### config.mk
export PLATFORM = sky130hd
export DESIGN_NAME = window_line_buffer
export DESIGN_NICKNAME = d
export VERILOG_FILES = /design/src/rtl/window_line_buffer.sv
export SDC_FILE = /design/constraint.sdc
export NUM_CORES = 1
export LEC_CHECK = 0
export ABC_AREA = 1
export ABC_CLOCK_PERIOD_IN_PS = 3700
export BUFFER_PORTS_ARGS = -buffer_cell sky130_fd_sc_hd__buf_2
export CORE_MARGIN = 8
export CORE_UTILIZATION = 35
export DETAILED_ROUTE_END_ITERATION = 10
export SLEW_MARGIN = 30
export SYNTH_ARGS = -nofsm -noshare
export SYNTH_HDL_FRONTEND = slang
export SYNTH_SLANG_ARGS = --single-unit
### constraint.sdc
create_clock -name clk -period 3.7 [get_ports clk]
set_input_delay 0 -clock clk [delete_from_list [all_inputs] [get_ports clk]]
set_output_delay 0 -clock clk [all_outputs]
set_load 0.01 [all_outputs]
### src/rtl/window_line_buffer.sv
// Raster 8-bit pixel stream -> 3x3 windows with centre coordinates; 1 clock from accept to window.
// No backpressure: every in_valid pixel is accepted; idle cycles hold all state and outputs.
module window_line_buffer #(
    parameter int IMG_WIDTH  = 28,
    parameter int IMG_HEIGHT = 28
) (
    input  logic                          clk,
    input  logic                          rst_n,
    input  logic                          in_valid,
    input  logic                          in_sof,
    input  logic [7:0]                    input_pixel,
    output logic                          window_valid,
    output logic [71:0]                   window_pixels,
    output logic [$clog2(IMG_HEIGHT)-1:0] window_row,
    output logic [$clog2(IMG_WIDTH)-1:0]  window_col,
    output logic                          frame_done
);

    localparam int CW = $clog2(IMG_WIDTH);
    localparam int RW = $clog2(IMG_HEIGHT);
    localparam logic [CW-1:0] COL_LAST = CW'(IMG_WIDTH - 1);
    localparam logic [RW-1:0] ROW_LAST = RW'(IMG_HEIGHT - 1);

    logic [CW-1:0] col_q, col_d, cur_col, win_col_q, win_col_d;
    logic [RW-1:0] row_q, row_d, cur_row, win_row_q, win_row_d;
    logic [7:0]    lb0_mem [IMG_WIDTH];
    logic [7:0]    lb1_mem [IMG_WIDTH];
    logic [7:0]    lb0_rd, lb1_rd;
    logic [7:0]    win_q [9];
    logic [7:0]    win_d [9];
    logic [71:0]   win_pix_q, win_pix_d;
    logic          win_vld_q, win_vld_d, frame_done_q, frame_done_d, emit;

    always_comb begin
        // A start-of-frame pixel is position (0,0) whatever the counters say.
        cur_col      = in_sof ? '0 : col_q;
        cur_row      = in_sof ? '0 : row_q;
        lb0_rd       = lb0_mem[cur_col];
        lb1_rd       = lb1_mem[cur_col];
        emit         = in_valid && (cur_row >= RW'(2)) && (cur_col >= CW'(2));
        col_d        = col_q;
        row_d        = row_q;
        win_d        = win_q;
        win_pix_d    = win_pix_q;
        win_row_d    = win_row_q;
        win_col_d    = win_col_q;
        win_vld_d    = emit;
        frame_done_d = emit && (cur_row == ROW_LAST) && (cur_col == COL_LAST);
        if (in_valid) begin
            if (cur_col == COL_LAST) begin
                col_d = '0;
                row_d = (cur_row == ROW_LAST) ? '0 : cur_row + RW'(1);
            end else begin
                col_d = cur_col + CW'(1);
                row_d = cur_row;
            end
            for (int r = 0; r < 3; r++) begin
                win_d[r*3]   = win_q[r*3+1];
                win_d[r*3+1] = win_q[r*3+2];
            end
            win_d[2] = lb1_rd;
            win_d[5] = lb0_rd;
            win_d[8] = input_pixel;
        end
        // Output registers only move on a real window, so they hold the last one otherwise.
        if (emit) begin
            for (int k = 0; k < 9; k++) begin
                win_pix_d[8*k +: 8] = win_d[k];
            end
            win_row_d = cur_row - RW'(1);
            win_col_d = cur_col - CW'(1);
        end
    end

    always_ff @(posedge clk or negedge rst_n) begin
        if (!rst_n) begin
            col_q        <= '0;
            row_q        <= '0;
            win_pix_q    <= '0;
            win_row_q    <= '0;
            win_col_q    <= '0;
            win_vld_q    <= 1'b0;
            frame_done_q <= 1'b0;
            for (int k = 0; k < 9; k++) begin
                win_q[k] <= '0;
            end
        end else begin
            col_q        <= col_d;
            row_q        <= row_d;
            win_pix_q    <= win_pix_d;
            win_row_q    <= win_row_d;
            win_col_q    <= win_col_d;
            win_vld_q    <= win_vld_d;
            frame_done_q <= frame_done_d;
            win_q        <= win_d;
        end
    end

    // Line buffers are unreset storage; stale rows are never emitted thanks to the row/col gate.
    always_ff @(posedge clk) begin
        if (in_valid) begin
            lb1_mem[cur_col] <= lb0_rd;
            lb0_mem[cur_col] <= input_pixel;
        end
    end

    assign window_valid  = win_vld_q;
    assign window_pixels = win_pix_q;
    assign window_row    = win_row_q;
    assign window_col    = win_col_q;
    assign frame_done    = frame_done_q;

endmodule

==> impl_metrics.tcl <==
set metrics [dict create \
    io_buffers 95 \
    cts_resized 0 \
    yosysMostFrequentCell "nand2_1" \
    p_sw_share_pct 28.1 \
    start_kind "flop" \
    worstHoldPathType "in2reg" \
    clockRootBuffer "clkbuf_16" \
    drive_gt1_share_pct 11.9 \
    start_util_pct 35.2 \
    drt_pass1_iterations 6 \
    nets 2589 \
    regToRegSetupSlack_ns 0.89 \
    cts_tree "yes" \
    maxCapViolCount 0 \
    cp_slowest_cell "dfrtp_4" \
    total_power_mw 17.5 \
    synth_nets 2461 \
    cts_buffer_depth 3 \
    global_route.usage.total_pct 16.2 \
    gp_congestion 0.866 \
    postSynthCellCount 2441 \
    critPathKind "reg2reg" \
    die_h_um 286 \
    synth-simple-area-share_pct 19.2 \
    vias_per_cell 4.88 \
    leakagePower_nw 12.5 \
    min_from "input_pixel[1]" \
    cts.sinks 614 \
    fillerInstances 6917 \
    slew_violations 0 \
    p_per_area_nw_per_um2 594 \
    tns_ns 0 \
    drc 0 \
    hpwl_mm 41.9 \
    ys_types 39 \
    synth_compound_area_share_pct 5.28 \
    synth_common_cells "nand2_1, edfxtp_1, nor2_1" \
    grt-ovfl-total 0 \
    grt_antenna_before_repair 2 \
    yosysSeqAreaShare_pct 68.8 \
    r2r_end "lb1_mem[16][4]" \
    cpMostUsedCell "nand2_1" \
    grt_pass1_wl_mm 103 \
    final_cells 3579 \
    core_um2 72700 \
    yosys.area_share.adder_pct 0.391 \
    fin_crit_ns 2.81 \
    worstMarginPinSlew_ns 0.920 \
    cp_max_fo 55 \
    synthFlopType "edfxtp_1" \
    vias 17500 \
    path_buf_inv 1 \
    synth_edf_count 448 \
    clkTransAtPathRegs_ns 0.06 \
    netlist.area_leader.share_pct 52.6 \
    place_inst 3452 \
    insertion_delay_ns 0.61 \
    die_area_um2 82000 \
    rr_startpoint "col_q[0]" \
    area_growth_pct 15.0 \
    diodes 0 \
    holdPathStages 1 \
    critPathMaxStageDelay_ns 0.57 \
    path_cells "nand2_8, buf_12, nand2_1, nand3_1, nand2_1, nand2_1, nand2_1, a21oi_1, nand2_1" \
    fp.dieW_um 286 \
    fp-row-count 99 \
    reg2reg_depth 9 \
    synth_area_leaders "edfxtp_1, dfrtp_1, nand2_1" \
    p_int_mw 12.6 \
    yosys.area.top_type "edfxtp_1" \
    ant_nets 0 \
    seqPwrFrac_pct 49.0 \
    finalSetupViolCount 0 \
    rsz0062_at_grt "false" \
    routed_wl_mm 67.2 \
    ir_drop_mv 0.434 \
    path_delay_family "simple AND/OR/NAND/NOR gates" \
    comb_power_share_pct 15.5 \
    final-hold-violation-count 0 \
    htree_levels 3 \
    cts_buffers 66 \
    grt_max_degree 167 \
    synth_xor_area_share_pct 0.171 \
    crit_required_ns 3.83 \
    fmax_ghz 0.355 \
    synthMuxAreaShare_pct 0 \
    io_pins 96 \
    clkPwrFrac_pct 35.5 \
    relSlewSlack_pct 38.7 \
    ys_warn_count 0 \
    synth_top_family_by_area "simple AND/OR/NAND/NOR gates" \
    netlist_area_um2 25600 \
    avgSynthCellArea_um2 10.5 \
    period_share_pct 76.0 \
    routedWlPerCell_um 18.8 \
    p_sw_mw 4.91 \
    holdPathEnd "lb0_mem[26][1]" \
    fin_worst_skew_ns 0.0266 \
    end_kind "flop" \
    outcome "finished, final reports clean" \
    detail_route.iter0.violations 1593 \
    grt_pass1_vias 17100 \
    ys_ff_latch 614 \
    synthArstFlopShare_pct 27.0 \
    cp_data_arrival_time_ns 2.94 \
]
[area by class of cell]
type	count	area [µm²]	share of cell area (%)
timing repair buffer	179	1210	4.12
tap	959	1200	4.08
clock inverter	28	245	0.834
clock buffer	91	1790	6.07
multi-input combinational	1461	6430	21.9
sequential	614	17600	59.9
inverter	247	935	3.18
[registers in the layout, indices dropped and copies added, names as in the netlist]
signal         cells
col_q              5
win_q             72
lb0_mem          224
lb1_mem          224
window_row         5
frame_done         1
window_valid       1
window_col         5
row_q              5
window_pixels     72
[worst max-delay path by stage]
stage                        start  cells past startpoint  slack [ns]           endpoint
final                     col_q[0]                      9        0.89     lb1_mem[16][4]
after global routing      col_q[0]                     12        0.69     lb1_mem[16][4]
after CTS                 col_q[0]                      9        0.89  window_pixels[62]
after detailed placement  col_q[0]                      9        0.94  window_pixels[23]
after global placement    col_q[0]                      9         1.0  window_pixels[23]
after floorplan           col_q[1]                      6        0.80     lb0_mem[15][0]
[power groups by stage]
stage	Clock [mW]	Sequential, mW	Combinational, mW
after detailed placement	0	8.70	2.72
after global placement	0	8.67	2.69
after global routing	6.60	8.64	3.03
final	6.21	8.57	2.71
after CTS	6.34	8.57	2.75
after floorplan	0	8.83	1.29
[stage by stage]
step                      utilization, %  setup slack, ns  hold slack, ns  cell area [µm²]
final                               40.5            0.886          0.0170            29400
after global placement              37.5            0.999           0.206            27300
after detailed placement            37.5            0.939           0.210            27300
after global routing                40.5            0.685          0.0180            29400
after floorplan                        -            0.801          -0.296            25600
after CTS                           40.4            0.885         0.00275            29400
[layer usage]
metal	global-route usage, %	vias up	wire length, µm
met2	25.4	659	30300
met1	22.2	8412	29500
li1	-	8255	-
met5	0	-	0
met3	3.72	145	5550
met4	4.79	0	1810
[kinds of logic (layout without fill, tap and decap cells)]
group	Yosys count	in the layout
buf+inv	366	545
compound gates	246	246
simple gates	1202	1202
flops	614	614
fa+ha+maj	8	8
xor+xnor	5	5
[worst register-to-register path: cells and delay by family, from the launching register on]
family          cells  cell delay, ns
compound gates      1            0.18
simple gates        7            1.23
flops               1            0.57
buf+inv             1            0.35
[placed cells by master, fill, tap and decap left out, types with 2 or more instances in the layout]
| master | synthesis | layout |
|---|---|---|
| a21boi_1 | 3 | 3 |
| a21oi_1 | 13 | 13 |
| a21oi_2 | 2 | 2 |
| and2_1 | 9 | 9 |
| buf_12 | 0 | 5 |
| buf_2 | 66 | 94 |
| buf_4 | 15 | 71 |
| clkbuf_1 | 29 | 21 |
| clkbuf_16 | 0 | 66 |
| clkbuf_8 | 0 | 4 |
| clkinv_1 | 0 | 13 |
| clkinv_2 | 0 | 5 |
| clkinv_8 | 0 | 4 |
| dfrtp_1 | 166 | 165 |
| dlygate4sd3_1 | 0 | 7 |
| edfxtp_1 | 448 | 448 |
| ha_1 | 8 | 8 |
| inv_1 | 237 | 237 |
| inv_2 | 9 | 9 |
| inv_6 | 0 | 2 |
| nand2_1 | 702 | 702 |
| nand2_2 | 3 | 3 |
| nand2_4 | 3 | 2 |
| nand3_1 | 163 | 163 |
| nand4_1 | 7 | 7 |
| nor2_1 | 278 | 278 |
| nor2_2 | 2 | 2 |
| nor2_4 | 4 | 4 |
| nor3_1 | 3 | 2 |
| o211ai_1 | 20 | 20 |
| o211ai_2 | 4 | 4 |
| o21ai_0 | 182 | 182 |
| o21ai_1 | 13 | 13 |
| o221ai_1 | 4 | 4 |
| o22ai_1 | 3 | 3 |
| or2_0 | 2 | 2 |
| or2_2 | 23 | 23 |
| xor2_1 | 4 | 4 |
[repair_timing]
action | 4_1_cts | 5_1_grt
hold buffers | 6 | 1
endpoints found under the hold margin | 242 | 61
setup buffers | 0 | 0
Note: power is estimated with default switching activity, not from simulation.
